**config.mk**
```make
export PLATFORM = sky130hd
export DESIGN_NAME = sword_sseg_serial
export DESIGN_NICKNAME = d
export VERILOG_FILES = /design/src/rtl/sword_sseg_serial.sv
export SDC_FILE = /design/constraint.sdc
export NUM_CORES = 1
export LEC_CHECK = 0
export CAP_MARGIN = 40
export CORE_AREA = 5 5 110 122
export DETAILED_ROUTE_END_ITERATION = 8
export DIE_AREA = 0 0 115 127
export GPL_TIMING_DRIVEN = 0
export HOLD_SLACK_MARGIN = 0.06
export PLACE_DENSITY = 0.72
export RECOVER_POWER = 25
export SLEW_MARGIN = 30
export SYNTH_ARGS = -nofsm -noshare
export SYNTH_HDL_FRONTEND = slang
export SYNTH_SLANG_ARGS = --single-unit
```
**constraint.sdc**
```tcl
create_clock -name clk -period 2.9 [get_ports clk]
set_clock_uncertainty 0.1 [all_clocks]
set_input_delay 0.87 -clock clk [delete_from_list [all_inputs] [get_ports clk]]
set_output_delay 0.87 -clock clk [all_outputs]
set_load 0.1 [all_outputs]
```
**src/rtl/sword_sseg_serial.sv**
```systemverilog
// rtl/sword_sseg_serial.sv - serial shift-register driver for the 8-digit seven-segment display
// Optional leading-zero blanking is enabled by defining SSEG_ZERO_BLANK_EN.
module sword_sseg_serial #(
  parameter string SIM = "FALSE"
) (
  input  logic        clk,
  input  logic [31:0] data,
  output logic        ss_dout,
  output logic        ss_clk,
  output logic        ss_en,
  input  logic        rst_n
);

  localparam int         HALF      = (SIM == "TRUE") ? 1 : 25;
  localparam logic [4:0] HALF_LAST = 5'(HALF - 1);

  // Active-low {dp,g,f,e,d,c,b,a}; dp always off.
  localparam logic [7:0] GLYPH [16] = '{
    8'hC0, 8'hF9, 8'hA4, 8'hB0, 8'h99, 8'h92, 8'h82, 8'hF8,
    8'h80, 8'h90, 8'h88, 8'h83, 8'hC6, 8'hA1, 8'h86, 8'h8E
  };

  typedef enum logic [1:0] {
    ST_LOAD,
    ST_SHIFT,
    ST_LATCH
  } state_t;

  function automatic logic [63:0] encode(input logic [31:0] v);
    logic [63:0] f;
    logic [3:0]  nib;
`ifdef SSEG_ZERO_BLANK_EN
    logic        lead;
    lead = 1'b1;
`endif
    f = '0;
    for (int i = 7; i >= 0; i--) begin
      nib = v[i*4 +: 4];
`ifdef SSEG_ZERO_BLANK_EN
      // Digit 0 always shows, so a zero value still renders one "0".
      if (lead && nib == 4'h0 && i != 0) begin
        f[i*8 +: 8] = 8'hFF;
      end else begin
        lead        = 1'b0;
        f[i*8 +: 8] = GLYPH[nib];
      end
`else
      f[i*8 +: 8] = GLYPH[nib];
`endif
    end
    return f;
  endfunction

  state_t      state, state_n;
  logic [63:0] sreg, sreg_n;
  logic [4:0]  half_cnt, half_n;
  logic [5:0]  bit_cnt, bit_n;
  logic        latch_phase, latch_phase_n;
  logic        dout_n, sclk_n, en_n;

  always_ff @(posedge clk or negedge rst_n) begin
    if (!rst_n) begin
      state       <= ST_LOAD;
      sreg        <= '0;
      half_cnt    <= '0;
      bit_cnt     <= '0;
      latch_phase <= 1'b0;
      ss_dout     <= 1'b0;
      ss_clk      <= 1'b0;
      ss_en       <= 1'b0;
    end else begin
      state       <= state_n;
      sreg        <= sreg_n;
      half_cnt    <= half_n;
      bit_cnt     <= bit_n;
      latch_phase <= latch_phase_n;
      ss_dout     <= dout_n;
      ss_clk      <= sclk_n;
      ss_en       <= en_n;
    end
  end

  always_comb begin
    state_n       = state;
    sreg_n        = sreg;
    half_n        = half_cnt;
    bit_n         = bit_cnt;
    latch_phase_n = latch_phase;
    dout_n        = ss_dout;
    sclk_n        = ss_clk;
    en_n          = ss_en;

    case (state)
      ST_LOAD: begin
        sreg_n        = encode(data);
        dout_n        = sreg_n[63];
        bit_n         = '0;
        half_n        = '0;
        latch_phase_n = 1'b0;
        sclk_n        = 1'b0;
        en_n          = 1'b0;
        state_n       = ST_SHIFT;
      end

      ST_SHIFT: begin
        if (half_cnt == HALF_LAST) begin
          half_n = '0;
          if (!ss_clk) begin
            sclk_n = 1'b1;
          end else begin
            sclk_n = 1'b0;
            // Falling edge: either present the next bit or, after bit 0, latch.
            if (bit_cnt == 6'd63) begin
              bit_n         = '0;
              en_n          = 1'b1;
              latch_phase_n = 1'b0;
              state_n       = ST_LATCH;
            end else begin
              bit_n  = bit_cnt + 6'd1;
              sreg_n = {sreg[62:0], 1'b0};
              dout_n = sreg[62];
            end
          end
        end else begin
          half_n = half_cnt + 5'd1;
        end
      end

      ST_LATCH: begin
        // Two half-periods counted with a phase bit so the 5-bit counter suffices.
        if (half_cnt == HALF_LAST) begin
          half_n = '0;
          if (latch_phase) begin
            en_n    = 1'b0;
            state_n = ST_LOAD;
          end else begin
            latch_phase_n = 1'b1;
          end
        end else begin
          half_n = half_cnt + 5'd1;
        end
      end

      default: begin
        state_n = ST_LOAD;
      end
    endcase
  end

endmodule

```
; ---- Word level (Yosys, flattened, before mapping)
; Memories as Yosys holds them, arrays and structs flattened.
; Index checks and enable logic that the tools add are counted.
; Widths: inputs -> output; s select.
[op_classes]
add_sub_neg = 2
magnitude_cmp = 8
eq_ne = 10
muxes = 50
bitwise = 8
n_reduce_logical = 11
[op_table]
columns = cell, count
row1 = $mux 63, 3
row2 = $mux 8, 16
row3 = $pmux 63 s2, 1
row4 = $ge 5x5->1 const B, 8
row5 = $not 4->5, 8
row6 = $mux 6, 3
row7 = $mux 1, 14
row8 = $ne 2x2->1 const B, 6
row9 = $pmux 6 s2, 1
row10 = $mux 2, 5
row11 = $pmux 5 s2, 1
row12 = $reduce_and 5->1, 2
row13 = $add 6x1->6 const B, 1
row14 = $eq 6x6->1 const B, 1
row15 = $pmux 1 s3, 2
row16 = $pmux 2 s3, 1
row17 = $reduce_and 6->1, 1
row18 = $add 5x1->5 const B, 1
row19 = $eq 5x5->1 const B, 1
row20 = $mux 5, 1
row21 = $pmux 1 s2, 2
row22 = $reduce_and 4->1, 1
row23 = $reduce_bool 2->1, 2
row24 = $reduce_and 3->1, 1
row25 = 6 further kinds, 6
[word_totals]
reg_bits = 80
mem_bits_ro = 1024
out_inout_bits = 3
n_memories = 8
[memory_table]
columns = memory, words, word_bits, rd, rd_clocked_by_memory_dff, wr, line_no
row1 = (name not given), 16, 8, 1, 0, 0, 48  ; f[i*8 +: 8] = GLYPH[nib];
row2 = (name not given), 16, 8, 1, 0, 0, 48
row3 = (name not given), 16, 8, 1, 0, 0, 48
row4 = (name not given), 16, 8, 1, 0, 0, 48
row5 = (name not given), 16, 8, 1, 0, 0, 48
row6 = (name not given), 16, 8, 1, 0, 0, 48
row7 = 2 more memories, --, --, --, --, --, --

; ---- Longest topological paths before layout
; Gate-level depths: netlist (run 1).
[logic_depth]
depth_word = 5
mapped_depth = 9
mapped_depth_nobuf = 6

; ---- Least setup slack after synthesis (run 1)
; Ideal clock, no wire load.
[synth_path]
kind = register to register
from = register ss_clk
to = register sreg[59]
setup_ns = 0.092
arrival_time_ns = 2.106
t_required_ns = 2.708
slack_ns = 0.602
path_stages_with_launch = 7
synth_period_minus_slack_ns = 2.298
path_cell_list = dfrtp_1 clkbuf_1 o2111ai_4 and2_4 buf_6 buf_6 o31ai_2
[synth_between]
elab_chain_cells = 2
[synth_lines]
columns = item, line_no
row1 = from (decl), 9  ; output logic ss_clk,
row2 = from (signal assigned), 78  ; ss_clk <= sclk_n;
row3 = $ne 2x2->1 (no source line), --
row4 = $reduce_and 4->1 (no source line), --
row5 = to (signal assigned), 73  ; sreg <= sreg_n;
row6 = to (decl), 55  ; logic [63:0] sreg, sreg_n;
; No other way between the ends.
; A chain may end at the register's enable or synchronous reset.

; ---- Final worst setup path (run 1)
[layout_path]
from = input data[17]
to = register sreg[32]
[layout_between]
elab_chain_cells = 5
[layout_lines]
columns = item, line_no
row1 = from (decl), 7  ; input logic [31:0] data,
row2 = $not 4->5 (implied by the code), 48
row3 = $mem_v2 16x8, --
row4 = $mux 8 (implied by the code) (2 in a row), 48
row5 = $pmux 63 s2, 93  ; case (state)
; No other way between the ends. The select of a mux whose other input is x is not followed.

==> results of run 1 <==
-- Yosys cell counts, types with 8 or more instances --
master                      number
sky130_fd_sc_hd__nand3_1        56
sky130_fd_sc_hd__nor2b_1        37
sky130_fd_sc_hd__clkbuf_1       41
sky130_fd_sc_hd__a31oi_1         8
sky130_fd_sc_hd__nand2_1        44
sky130_fd_sc_hd__a21oi_1        27
sky130_fd_sc_hd__ha_1           55
sky130_fd_sc_hd__a211oi_1       18
sky130_fd_sc_hd__nor2_1         48
sky130_fd_sc_hd__a21o_1          8
sky130_fd_sc_hd__nand2b_1       11
sky130_fd_sc_hd__a221oi_1        8
sky130_fd_sc_hd__dfrtp_1        80
sky130_fd_sc_hd__o21ai_0        48
sky130_fd_sc_hd__mux2i_1        19
sky130_fd_sc_hd__nor3_1         10
sky130_fd_sc_hd__o31ai_2        33
sky130_fd_sc_hd__a2111oi_0      14
sky130_fd_sc_hd__inv_1          36
-- what timing repair did --
item,in CTS,in global routing
resized for setup,0,4
endpoints found under the setup margin,0,9
hold buffers,0,0
-- critical path: cells and delay by family --
kind	cells	cell delay, ns
compound gates	2	0.79
fa+ha+maj	1	0.22
buf+inv	2	0.69
simple gates	1	0.14
-- metrics by stage --
step	area, sq um	worst slack [ns]
2_1_floorplan	6090	0.602
3_5_place_dp	6670	-0.0934
3_3_place_gp	6600	-2.04
5_1_grt	7000	0.0840
6_report	7000	0.293
4_1_cts	7010	0.139
-- flip-flops by register name (all words and copies together), names as in the netlist --
| name | cells |
|---|---|
| sreg | 63 |
| bit_cnt | 6 |
| half_cnt | 5 |
| state | 2 |
| latch_phase | 1 |
| ss_clk | 1 |
| ss_dout | 1 |
| ss_en | 1 |
-- final cells by class --
cell class                      count  area share, %
Inverter                           37           1.99
Tap cell                          154           2.75
Buffer                             56           3.68
Timing Repair Buffer               37           5.44
Clock buffer                        9           3.22
Sequential cell                    80           28.6
Multi-Input combinational cell    513           52.7
Clock inverter                      7           1.56
-- layout by cell type (no fill, tap or decap), types with 3 or more instances in the layout --
| cell type | Yosys | layout |
|---|---|---|
| sky130_fd_sc_hd__a21o_1 | 8 | 8 |
| sky130_fd_sc_hd__nor2_1 | 48 | 48 |
| sky130_fd_sc_hd__a211oi_1 | 18 | 18 |
| sky130_fd_sc_hd__nand3_1 | 56 | 56 |
| sky130_fd_sc_hd__a211o_1 | 4 | 4 |
| sky130_fd_sc_hd__o21ai_0 | 48 | 48 |
| sky130_fd_sc_hd__a31oi_1 | 8 | 8 |
| sky130_fd_sc_hd__buf_2 | 3 | 3 |
| sky130_fd_sc_hd__clkbuf_1 | 41 | 40 |
| sky130_fd_sc_hd__a22o_1 | 4 | 4 |
| sky130_fd_sc_hd__ha_1 | 55 | 55 |
| sky130_fd_sc_hd__inv_1 | 36 | 36 |
| sky130_fd_sc_hd__clkdlybuf4s50_1 | 0 | 31 |
| sky130_fd_sc_hd__nor2b_1 | 37 | 37 |
| sky130_fd_sc_hd__nand2_1 | 44 | 44 |
| sky130_fd_sc_hd__mux2i_1 | 19 | 19 |
| sky130_fd_sc_hd__o31ai_2 | 33 | 33 |
| sky130_fd_sc_hd__a221oi_1 | 8 | 8 |
| sky130_fd_sc_hd__xnor2_1 | 3 | 3 |
| sky130_fd_sc_hd__a2111oi_0 | 14 | 14 |
| sky130_fd_sc_hd__a221o_1 | 4 | 4 |
| sky130_fd_sc_hd__inv_6 | 0 | 3 |
| sky130_fd_sc_hd__o2111ai_1 | 5 | 5 |
| sky130_fd_sc_hd__o22ai_1 | 3 | 3 |
| sky130_fd_sc_hd__a21oi_1 | 27 | 27 |
| sky130_fd_sc_hd__a222oi_1 | 5 | 5 |
| sky130_fd_sc_hd__nor3b_1 | 3 | 3 |
| sky130_fd_sc_hd__buf_1 | 6 | 6 |
| sky130_fd_sc_hd__o31ai_1 | 4 | 4 |
| sky130_fd_sc_hd__dfrtp_1 | 80 | 80 |
| sky130_fd_sc_hd__buf_8 | 0 | 3 |
| sky130_fd_sc_hd__o2bb2ai_1 | 3 | 3 |
| sky130_fd_sc_hd__mux2_2 | 4 | 4 |
| sky130_fd_sc_hd__nor3_1 | 10 | 10 |
| sky130_fd_sc_hd__clkbuf_16 | 0 | 9 |
| sky130_fd_sc_hd__nand2b_1 | 11 | 11 |
| sky130_fd_sc_hd__buf_6 | 5 | 5 |
-- worst max-delay path by stage --
stage / startpoint / to / slack, ns / cells after the start
CTS: state[1] / latch_phase / 0.14 / 8
global placement: rst_n / half_cnt[4] / -2.04 / 1
finish: data[17] / sreg[32] / 0.29 / 6
global route: state[1] / sreg[20] / 0.08 / 9
floorplan: ss_clk / sreg[59] / 0.60 / 6
detailed placement: data[25] / sreg[51] / -0.09 / 6
-- layer usage --
metal  up-vias  GRT usage (%)  wire length, um
met2       156           35.6             7790
met3        35           3.17              721
met5         -              0                0
met4         0           8.22              427
li1       2598              -                -
met1      2621           29.7             7090
-- cell families after synthesis --
group,Yosys count,share of synthesized area [%]
AO/OA/AOI/OAI,210,26.9
XOR/XNOR,3,0.432
adder cells (fa/ha/maj),55,11.3
buffers and inverters,93,6.48
flip-flops,80,32.9
multiplexers,24,4.05
AND/OR/NAND/NOR,221,17.9
-- power by group --
group	total [W]	leakage [nW]	internal, W	switching [W]
sequential	0.00122	0.966	0.00118	0.0000383
combinational	0.000386	1.96	0.000165	0.000222
clock	0.00130	0.165	0.000776	0.000527
==> impl_metrics.py, run 1 <==
metrics = {
    "synthesis": {
        "synth_top_area_share_pct": 32.9,
        "yosys_warnings": 0,
        "post_synth_main_area_contributors": "sky130_fd_sc_hd__dfrtp_1, sky130_fd_sc_hd__ha_1, sky130_fd_sc_hd__o31ai_2, sky130_fd_sc_hd__nand3_1, sky130_fd_sc_hd__o21ai_0",
        "postSynth.asyncResetShare_pct": 100,
        "netlist_instances": 686,
        "syn-mean-instance-area_sq_um": 8.87,
        "synth.largest_area_cell": "sky130_fd_sc_hd__dfrtp_1",
        "synth-main-ff-cell": "sky130_fd_sc_hd__dfrtp_1",
        "synth_cell_area_sq_um": 6090,
        "synth-edff-count": 0,
        "synth_nets": 775,
        "yosysUniqueCellTypes": 58,
        "seq_area_frac_synth_pct": 32.9,
        "ys_seq_elements": 80,
    },
    "drt": {
        "antenna_violating_nets_left": 0,
        "avgViaCountPerCell": 6.06,
        "drt_drc_violations_left": 0,
        "detailroute.via_count": 5410,
        "drt_first_pass_iters": 7,
        "post_drt_wl_per_cell_um": 18.0,
        "route.final.wire_length_um": 16000,
        "dr.first_iter.drc_count": 432,
    },
    "floorplan": {
        "floorplan.rows": 42,
        "design.core.area_sq_um": 12000,
        "die_y_um": 127,
        "ios": 37,
        "starting_utilization_of_the_core_area_pct": 50.8,
        "die-width_um": 115,
        "floorplan.die_area_sq_um": 14600,
    },
    "power": {
        "powerDensity_nw_per_um2": 416,
        "max-vdd-ir-drop_mv": 0.344,
        "finalPower_w": 0.00291,
        "power.leakage_nw": 3.10,
    },
    "worst_setup_path": {
        "path_class": "in2reg",
        "worstPathMaxFanout": 5,
        "arrival_ns": 2.72,
        "rr_worst_depth": 9,
        "cell_type_of_the_slowest_stage_on_the_worst_timing_path": "sky130_fd_sc_hd__a2111oi_0",
        "critical-path-max-stage-delay_ns": 0.67,
        "setup.worst_path.end_class": "flip-flop",
        "worst_r2r_startpoint": "state[1]",
        "worstPathCellList": "clkdlybuf4s50_1, inv_1, ha_1, nor2b_1, a2111oi_0, o31ai_2",
        "reg2reg_slack_ns": 0.33,
        "capture_instance_of_the_worst_register_to_register_path": "sreg[20]",
        "worst-endpoint-required_ns": 3.01,
        "worstSetupStartpointType": "input pin",
    },
    "global_route": {
        "grt.total_usage_pct": 21.9,
        "grt_first_pass_wirelength_um": 25800,
        "grt_antenna_before_repair": 0,
        "first_global_vias": 5256,
        "grt-ovfl-total": 0,
        "pin_count_of_the_biggest_net_entering_global_routing": 68,
    },
    "cts": {
        "cts.clk_slew.worst_paths_ns": 0.07,
        "cts_inserted_buffers": 9,
        "cts_max_level": 3,
        "tritoncts": "yes",
        "clock-sinks": 80,
        "postCtsSetupBuffers": 0,
        "root_buffer": "sky130_fd_sc_hd__clkbuf_16",
        "maximum_buffer_depth_of_the_clock_tree": 2,
        "clk-insertion-delay-late_ns": 0.35,
    },
    "timing": {
        "fin_tns_setup_ns": 0,
        "layout_worst_path_cycle_share_pct": 89.9,
        "report.final.setup_viol": 0,
        "slew_limit_fails": 0,
        "max_slew_margin_pct": 37.1,
        "timing_worst_slew_pin_value_ns": 0.944,
        "rsz0062_at_grt": "false",
        "period_minus_slack_ns": 2.61,
        "maxClockFrequency_ghz": 0.384,
        "finalHoldViolations": 0,
        "final_hold_slack_ns": 0.393,
    },
    "final_layout": {
        "antenna_cells_inserted": 0,
        "fin_nets": 823,
        "area.growth.synth_to_final_pct": 14.9,
        "post_route_cells_drive_above_1_share_pct": 10.1,
        "final_cell_count_no_fill": 893,
        "fin_util_pct": 58.4,
        "final_layout_fill_cell_count": 1061,
        "multi_input_comb_area_sq_um": 3690,
        "register_area_sq_um": 2000,
    },
    "min_path": {
        "worstHoldEndpoint": "sreg[57]",
        "hp-class": "reg2reg",
        "timing.hold.worst.start": "sreg[57]",
        "min_delay_path_depth": 1,
    },
    "run_status": {
        "run_status": "completed",
    },
    "placement": {
        "gpl.final_weighted_congestion": 0.878,
        "place.detailed.instances": 876,
        "hpwlAfterDp_um": 11400,
        "portBuffers": 32,
    },
    "run": {
        "drv.max_cap_violation_count": 0,
    },
}
Power figures use the tool's default switching activity.
==> inputs of run 2 (changes only) <==
SLEW_MARGIN = 0   (was 30)
==> run 2 against run 1 <==
Effect of this change:
- sequential share of layout area up 0.24 points
- first-iteration DRC count fell by 5.1%
- sequential power barely moved
- combinational power about the same
- largest power group is now registers
- non-clock buffer count fell by 1
- worst hold slack lost 0.013 ns
- fmax down 5.9%
- clock-buffer cell count is 2 higher
- wire length down 0.94%
- critical endpoint is now latch_phase
- clock power fell by 12%
- cell count down 0.11%
- critical path depth increased by 2
==> impl_metrics.py, run 2 (synthesis gave the netlist of run 1 again) <==
metrics = {
    "run_status": {
        "run_status": "completed",
    },
    "timing": {
        "period_minus_slack_ns": 2.77,
        "report.final.setup_viol": 0,
        "rsz0062_at_grt": "false",
        "max_slew_margin_pct": 37.9,
        "final_hold_slack_ns": 0.380,
        "slew_limit_fails": 0,
        "fin_tns_setup_ns": 0,
        "worst_slack_ns": 0.128,
        "finalHoldViolations": 0,
        "maxClockFrequency_ghz": 0.361,
        "timing_worst_slew_pin_value_ns": 0.931,
        "layout_worst_path_cycle_share_pct": 95.6,
    },
    "worst_setup_path": {
        "setup.worst_path.end_class": "flip-flop",
        "cp-startpoint": "state[1]",
        "critical_path_cell_count": 8,
        "rr_worst_depth": 8,
        "critPathCapture": "latch_phase",
        "worst-endpoint-required_ns": 3.01,
        "timing.critical_path.max_delay_family": "buffers and inverters",
        "crit_path_buf_inv_count": 4,
        "capture_instance_of_the_worst_register_to_register_path": "latch_phase",
        "worstSetupStartpointType": "flip-flop",
        "worst_r2r_startpoint": "state[1]",
        "cell_type_of_the_slowest_stage_on_the_worst_timing_path": "sky130_fd_sc_hd__clkbuf_1",
        "path_class": "reg2reg",
        "arrival_ns": 2.88,
        "critical-path-max-stage-delay_ns": 0.62,
        "worstPathCellList": "inv_1, ha_1, buf_2, clkbuf_1, buf_1, o311ai_0, o41ai_1, a21oi_1",
        "reg2reg_slack_ns": 0.13,
        "worstPathMaxFanout": 10,
    },
    "global_route": {
        "first_global_vias": 5195,
        "pin_count_of_the_biggest_net_entering_global_routing": 68,
        "grt_antenna_before_repair": 0,
        "grt-ovfl-total": 0,
        "grt.total_usage_pct": 21.9,
        "grt_first_pass_wirelength_um": 25700,
    },
    "cts": {
        "clock-sinks": 80,
        "cts_inserted_buffers": 9,
        "cts_max_level": 3,
        "maximum_buffer_depth_of_the_clock_tree": 2,
        "clk-insertion-delay-late_ns": 0.34,
        "ctsHoldBuffers": 0,
        "cts.clk_slew.worst_paths_ns": 0.06,
        "tritoncts": "yes",
        "root_buffer": "sky130_fd_sc_hd__clkbuf_16",
    },
    "power": {
        "power.leakage_nw": 3.06,
        "swShare_pct": 26.5,
        "intPower_w": 0.00201,
        "pwr-share-seq_pct": 44.5,
        "share_clk_of_total_power_pct": 41.5,
        "powerDensity_nw_per_um2": 395,
        "finalPower_w": 0.00274,
        "max-vdd-ir-drop_mv": 0.237,
        "comb_power_share_pct": 14.0,
        "switchingPower_w": 0.000727,
    },
    "final_layout": {
        "fin_nets": 822,
        "final_layout_fill_cell_count": 1062,
        "register_area_sq_um": 2000,
        "post_route_cells_drive_above_1_share_pct": 9.62,
        "multi_input_comb_area_sq_um": 3690,
        "most-common-layout-cells": "sky130_fd_sc_hd__dfrtp_1, sky130_fd_sc_hd__nand3_1, sky130_fd_sc_hd__ha_1",
        "area.growth.synth_to_final_pct": 14.0,
        "largest_register": "sreg",
        "largest_registers": "sreg x63, bit_cnt x6, half_cnt x5",
        "final_common_cell": "sky130_fd_sc_hd__dfrtp_1",
        "post-route-cell-area_sq_um": 6940,
        "largest_register_ff_count": 63,
        "antenna_cells_inserted": 0,
    },
    "drt": {
        "drt_first_pass_iters": 5,
        "avgViaCountPerCell": 6.12,
        "dr.first_iter.drc_count": 410,
        "route.final.wire_length_um": 15900,
        "antenna_violating_nets_left": 0,
        "drt_drc_violations_left": 0,
        "detailroute.via_count": 5459,
        "post_drt_wl_per_cell_um": 17.8,
    },
    "placement": {
        "post_dp_cell_area_sq_um": 6670,
        "dp_worst_setup_slack_ns": -0.0579,
        "gpl.final_weighted_congestion": 0.878,
        "portBuffers": 32,
        "hpwlAfterDp_um": 11300,
    },
    "floorplan": {
        "floorplan.die_area_sq_um": 14600,
        "starting_utilization_of_the_core_area_pct": 50.8,
        "design.core.area_sq_um": 12000,
        "die-width_um": 115,
        "ios": 37,
        "die_y_um": 127,
        "floorplan.rows": 42,
    },
    "min_path": {
        "hp-class": "reg2reg",
    },
    "run": {
        "drv.max_cap_violation_count": 0,
    },
}
==> run 2: cell count changes in the layout (fill, tap and decap cells not counted), sizes merged <==
cell    delta
bufinv     -1
clkbuf     +1
clkinv     +4
inv        -5
==> run 2: through the flow <==
| step | std cells | util, % |
|---|---|---|
| after floorplan | 686 | - |
| after global placement | 872 | 55.1 |
| final | 892 | 57.9 |
| after detailed placement | 876 | 55.7 |
| after CTS | 892 | 58.1 |
| after global routing | 892 | 57.9 |
==> run 2: power by group through the flow <==
stage / Combinational [W] / Sequential [W] / Clock [W]
after CTS: 0.000389 / 0.00122 / 0.00115
after global routing: 0.000432 / 0.00123 / 0.00120
after global placement: 0.000363 / 0.00124 / 0
after floorplan: 0.000247 / 0.00123 / 0
final: 0.000384 / 0.00122 / 0.00114
after detailed placement: 0.000387 / 0.00124 / 0
==> run 2: how the worst min path moves through the flow <==
| stage | depth (start not counted) | endpoint | slack [ns] | from |
|---|---|---|---|---|
| 3_3_place_gp | 1 | sreg[25] | 0.36 | sreg[25] |
| 2_1_floorplan | 1 | sreg[25] | 0.34 | sreg[25] |
| 4_1_cts | 1 | bit_cnt[1] | 0.29 | rst_n |
| 6_report | 1 | sreg[57] | 0.38 | sreg[57] |
| 3_5_place_dp | 1 | sreg[57] | 0.37 | sreg[57] |
| 5_1_grt | 1 | sreg[57] | 0.40 | sreg[57] |
==> run 2: cell type report <==
cell class | count | area share [%]
multi-input cells | 513 | 53.2
flip-flops and latches | 80 | 28.9
repair buffers | 36 | 5.29
plain buffers | 56 | 3.70
clock buffers | 11 | 3.35
well taps | 154 | 2.78
inverters | 37 | 2.00
clock inverters | 5 | 0.830
==> run 2: metal layers <==
layer  vias to the layer above  part of all wire, %  track usage, %
li1                       2598                    -               -
met1                      2690                   44            28.4
met2                       137                   49            36.7
met4                         0                  2.5            8.22
met5                         -                    0               0
met3                        34                  4.8            3.26
==> run 2: timing repair <==
action,in CTS,in global routing
buffers inserted,0,0
endpoints found under the setup margin,0,7
gates resized for setup,0,2
==> inputs of run 3 (changes only) <==
GPL_ROUTABILITY_DRIVEN = 1   (was unset)
SETUP_SLACK_MARGIN = 0.15   (was unset)
==> run 3 against run 2 <==
Effect of this change:
- utilization barely moved
- die area unchanged
- wire length rose by 0.48%
- via count grew 0.60%
- register-to-register slack improved by 0.27 ns
- sequential share of layout area about the same
- clock-buffer cell count is the same
==> impl_metrics.py, run 3 (synthesis gave the netlist of run 1 again) <==
metrics = {
    "drt": {
        "drt_first_pass_iters": 6,
        "detailroute.via_count": 5492,
        "avgViaCountPerCell": 6.16,
        "route.final.wire_length_um": 16000,
        "post_drt_wl_per_cell_um": 17.9,
        "dr.first_iter.drc_count": 407,
        "antenna_violating_nets_left": 0,
        "drt_drc_violations_left": 0,
    },
    "timing": {
        "report.final.setup_viol": 0,
        "timing_worst_slew_pin_value_ns": 0.937,
        "layout_worst_path_cycle_share_pct": 89.7,
        "worst_slack_ns": 0.298,
        "finalHoldViolations": 0,
        "slew_limit_fails": 0,
        "period_minus_slack_ns": 2.60,
        "final_hold_slack_ns": 0.378,
        "maxClockFrequency_ghz": 0.384,
        "max_slew_margin_pct": 37.5,
        "rsz0062_at_grt": "false",
    },
    "worst_setup_path": {
        "cell_type_of_the_slowest_stage_on_the_worst_timing_path": "sky130_fd_sc_hd__a2111oi_0",
        "setup.worst_path.end_class": "flip-flop",
        "path_class": "in2reg",
        "worstSetupStartpointType": "input pin",
        "worst-endpoint-required_ns": 3.01,
        "rr_worst_depth": 8,
        "worstPathCellList": "clkdlybuf4s50_1, inv_1, ha_1, nor2b_1, a2111oi_0, o31ai_2",
        "arrival_ns": 2.71,
        "critical-path-max-stage-delay_ns": 0.62,
        "worstPathMaxFanout": 6,
    },
    "floorplan": {
        "starting_utilization_of_the_core_area_pct": 50.8,
        "die_y_um": 127,
        "die-width_um": 115,
        "ios": 37,
        "design.core.area_sq_um": 12000,
        "floorplan.rows": 42,
        "floorplan.die_area_sq_um": 14600,
    },
    "global_route": {
        "grt_antenna_before_repair": 0,
        "grt.total_usage_pct": 21.9,
        "grt-ovfl-total": 0,
        "grt_first_pass_wirelength_um": 25700,
        "first_global_vias": 5195,
        "pin_count_of_the_biggest_net_entering_global_routing": 68,
    },
    "power": {
        "max-vdd-ir-drop_mv": 0.239,
        "swShare_pct": 26.6,
        "comb_power_share_pct": 14.0,
        "share_clk_of_total_power_pct": 41.5,
        "finalPower_w": 0.00274,
        "power.leakage_nw": 3.07,
        "switchingPower_w": 0.000730,
        "pwr-share-seq_pct": 44.5,
        "intPower_w": 0.00201,
        "powerDensity_nw_per_um2": 395,
    },
    "cts": {
        "root_buffer": "sky130_fd_sc_hd__clkbuf_16",
        "cts_max_level": 3,
        "tritoncts": "yes",
        "clock-sinks": 80,
        "maximum_buffer_depth_of_the_clock_tree": 2,
        "cts_inserted_buffers": 9,
        "clk-insertion-delay-late_ns": 0.35,
        "ctsHoldBuffers": 0,
        "postCtsSetupBuffers": 0,
        "cts.clk_slew.worst_paths_ns": 0.06,
    },
    "placement": {
        "gpl.final_weighted_congestion": 0.878,
        "dp_worst_setup_slack_ns": -0.0579,
        "portBuffers": 32,
        "hpwlAfterDp_um": 11300,
        "place.detailed.instances": 876,
    },
    "final_layout": {
        "post_route_cells_drive_above_1_share_pct": 9.89,
        "largest_register": "sreg",
        "final_common_cell": "sky130_fd_sc_hd__dfrtp_1",
        "area.growth.synth_to_final_pct": 14.0,
        "largest_register_ff_count": 63,
        "largest_registers": "sreg x63, bit_cnt x6, half_cnt x5",
        "fin_nets": 822,
        "antenna_cells_inserted": 0,
        "most-common-layout-cells": "sky130_fd_sc_hd__dfrtp_1, sky130_fd_sc_hd__nand3_1, sky130_fd_sc_hd__ha_1",
        "final_layout_fill_cell_count": 1060,
        "final_cell_count_no_fill": 892,
    },
    "run_status": {
        "run_status": "completed",
    },
    "run": {
        "drv.max_cap_violation_count": 0,
    },
    "min_path": {
        "min_delay_path_depth": 1,
        "hp-class": "reg2reg",
    },
}
-- run 3: what timing repair did --
action	CTS	global route
gates cloned	0	0
pin swaps	0	0
setup endpoints to repair	1	10
resized for setup	1	3
-- run 3: final timing paths --
kind                       startpoint          end  slack (ns)
max in group asynchronous       rst_n     sreg[41]        0.67
setup / recovery             data[25]     sreg[51]        0.30
hold reg to reg              sreg[57]     sreg[57]        0.38
min in group asynchronous       rst_n   bit_cnt[5]        0.52
setup reg to reg             state[1]  latch_phase        0.40
hold / removal               sreg[57]     sreg[57]        0.38
-- run 3: final cells by class --
type	count	area [sq um]	area share [%]
flip-flops and latches	80	2000	28.8
multi-input cells	513	3690	53.2
inverters	37	139	2.00
repair buffers	36	367	5.28
plain buffers	56	258	3.71
well taps	154	193	2.78
clock inverters	5	57.6	0.829
clock buffers	11	233	3.35
-- run 3: through the flow --
| step | area (sq um) | TNS, ns | utilization [%] |
|---|---|---|---|
| floorplan | 6090 | 0 | - |
| CTS | 6960 | 0 | 58.1 |
| detailed placement | 6670 | -0.0658 | 55.7 |
| global placement | 6600 | -163.21 | 55.1 |
| global route | 6940 | 0 | 57.9 |
| finish | 6940 | 0 | 57.9 |
-- run 3: metal layers --
layer,vias up,wire length (um),GRT usage (%)
met5,-,0,0
met1,2712,7060,28.4
met2,147,7810,36.7
met4,0,387,8.22
met3,33,702,3.26
li1,2600,-,-
-- run 3: power groups by stage --
stage | logic [W] | registers [W] | clock network (W)
6_report | 0.000385 | 0.00122 | 0.00114
5_1_grt | 0.000432 | 0.00123 | 0.00120
4_1_cts | 0.000389 | 0.00122 | 0.00115
3_5_place_dp | 0.000387 | 0.00124 | 0
3_3_place_gp | 0.000363 | 0.00124 | 0
2_1_floorplan | 0.000247 | 0.00123 | 0
-- run 3: critical path, delay by kind of cell --
family / cells / cell delay, ns
AO/OA/AOI/OAI: 2 / 0.75
adder cells (fa/ha/maj): 1 / 0.23
buffers and inverters: 2 / 0.71
AND/OR/NAND/NOR: 1 / 0.16
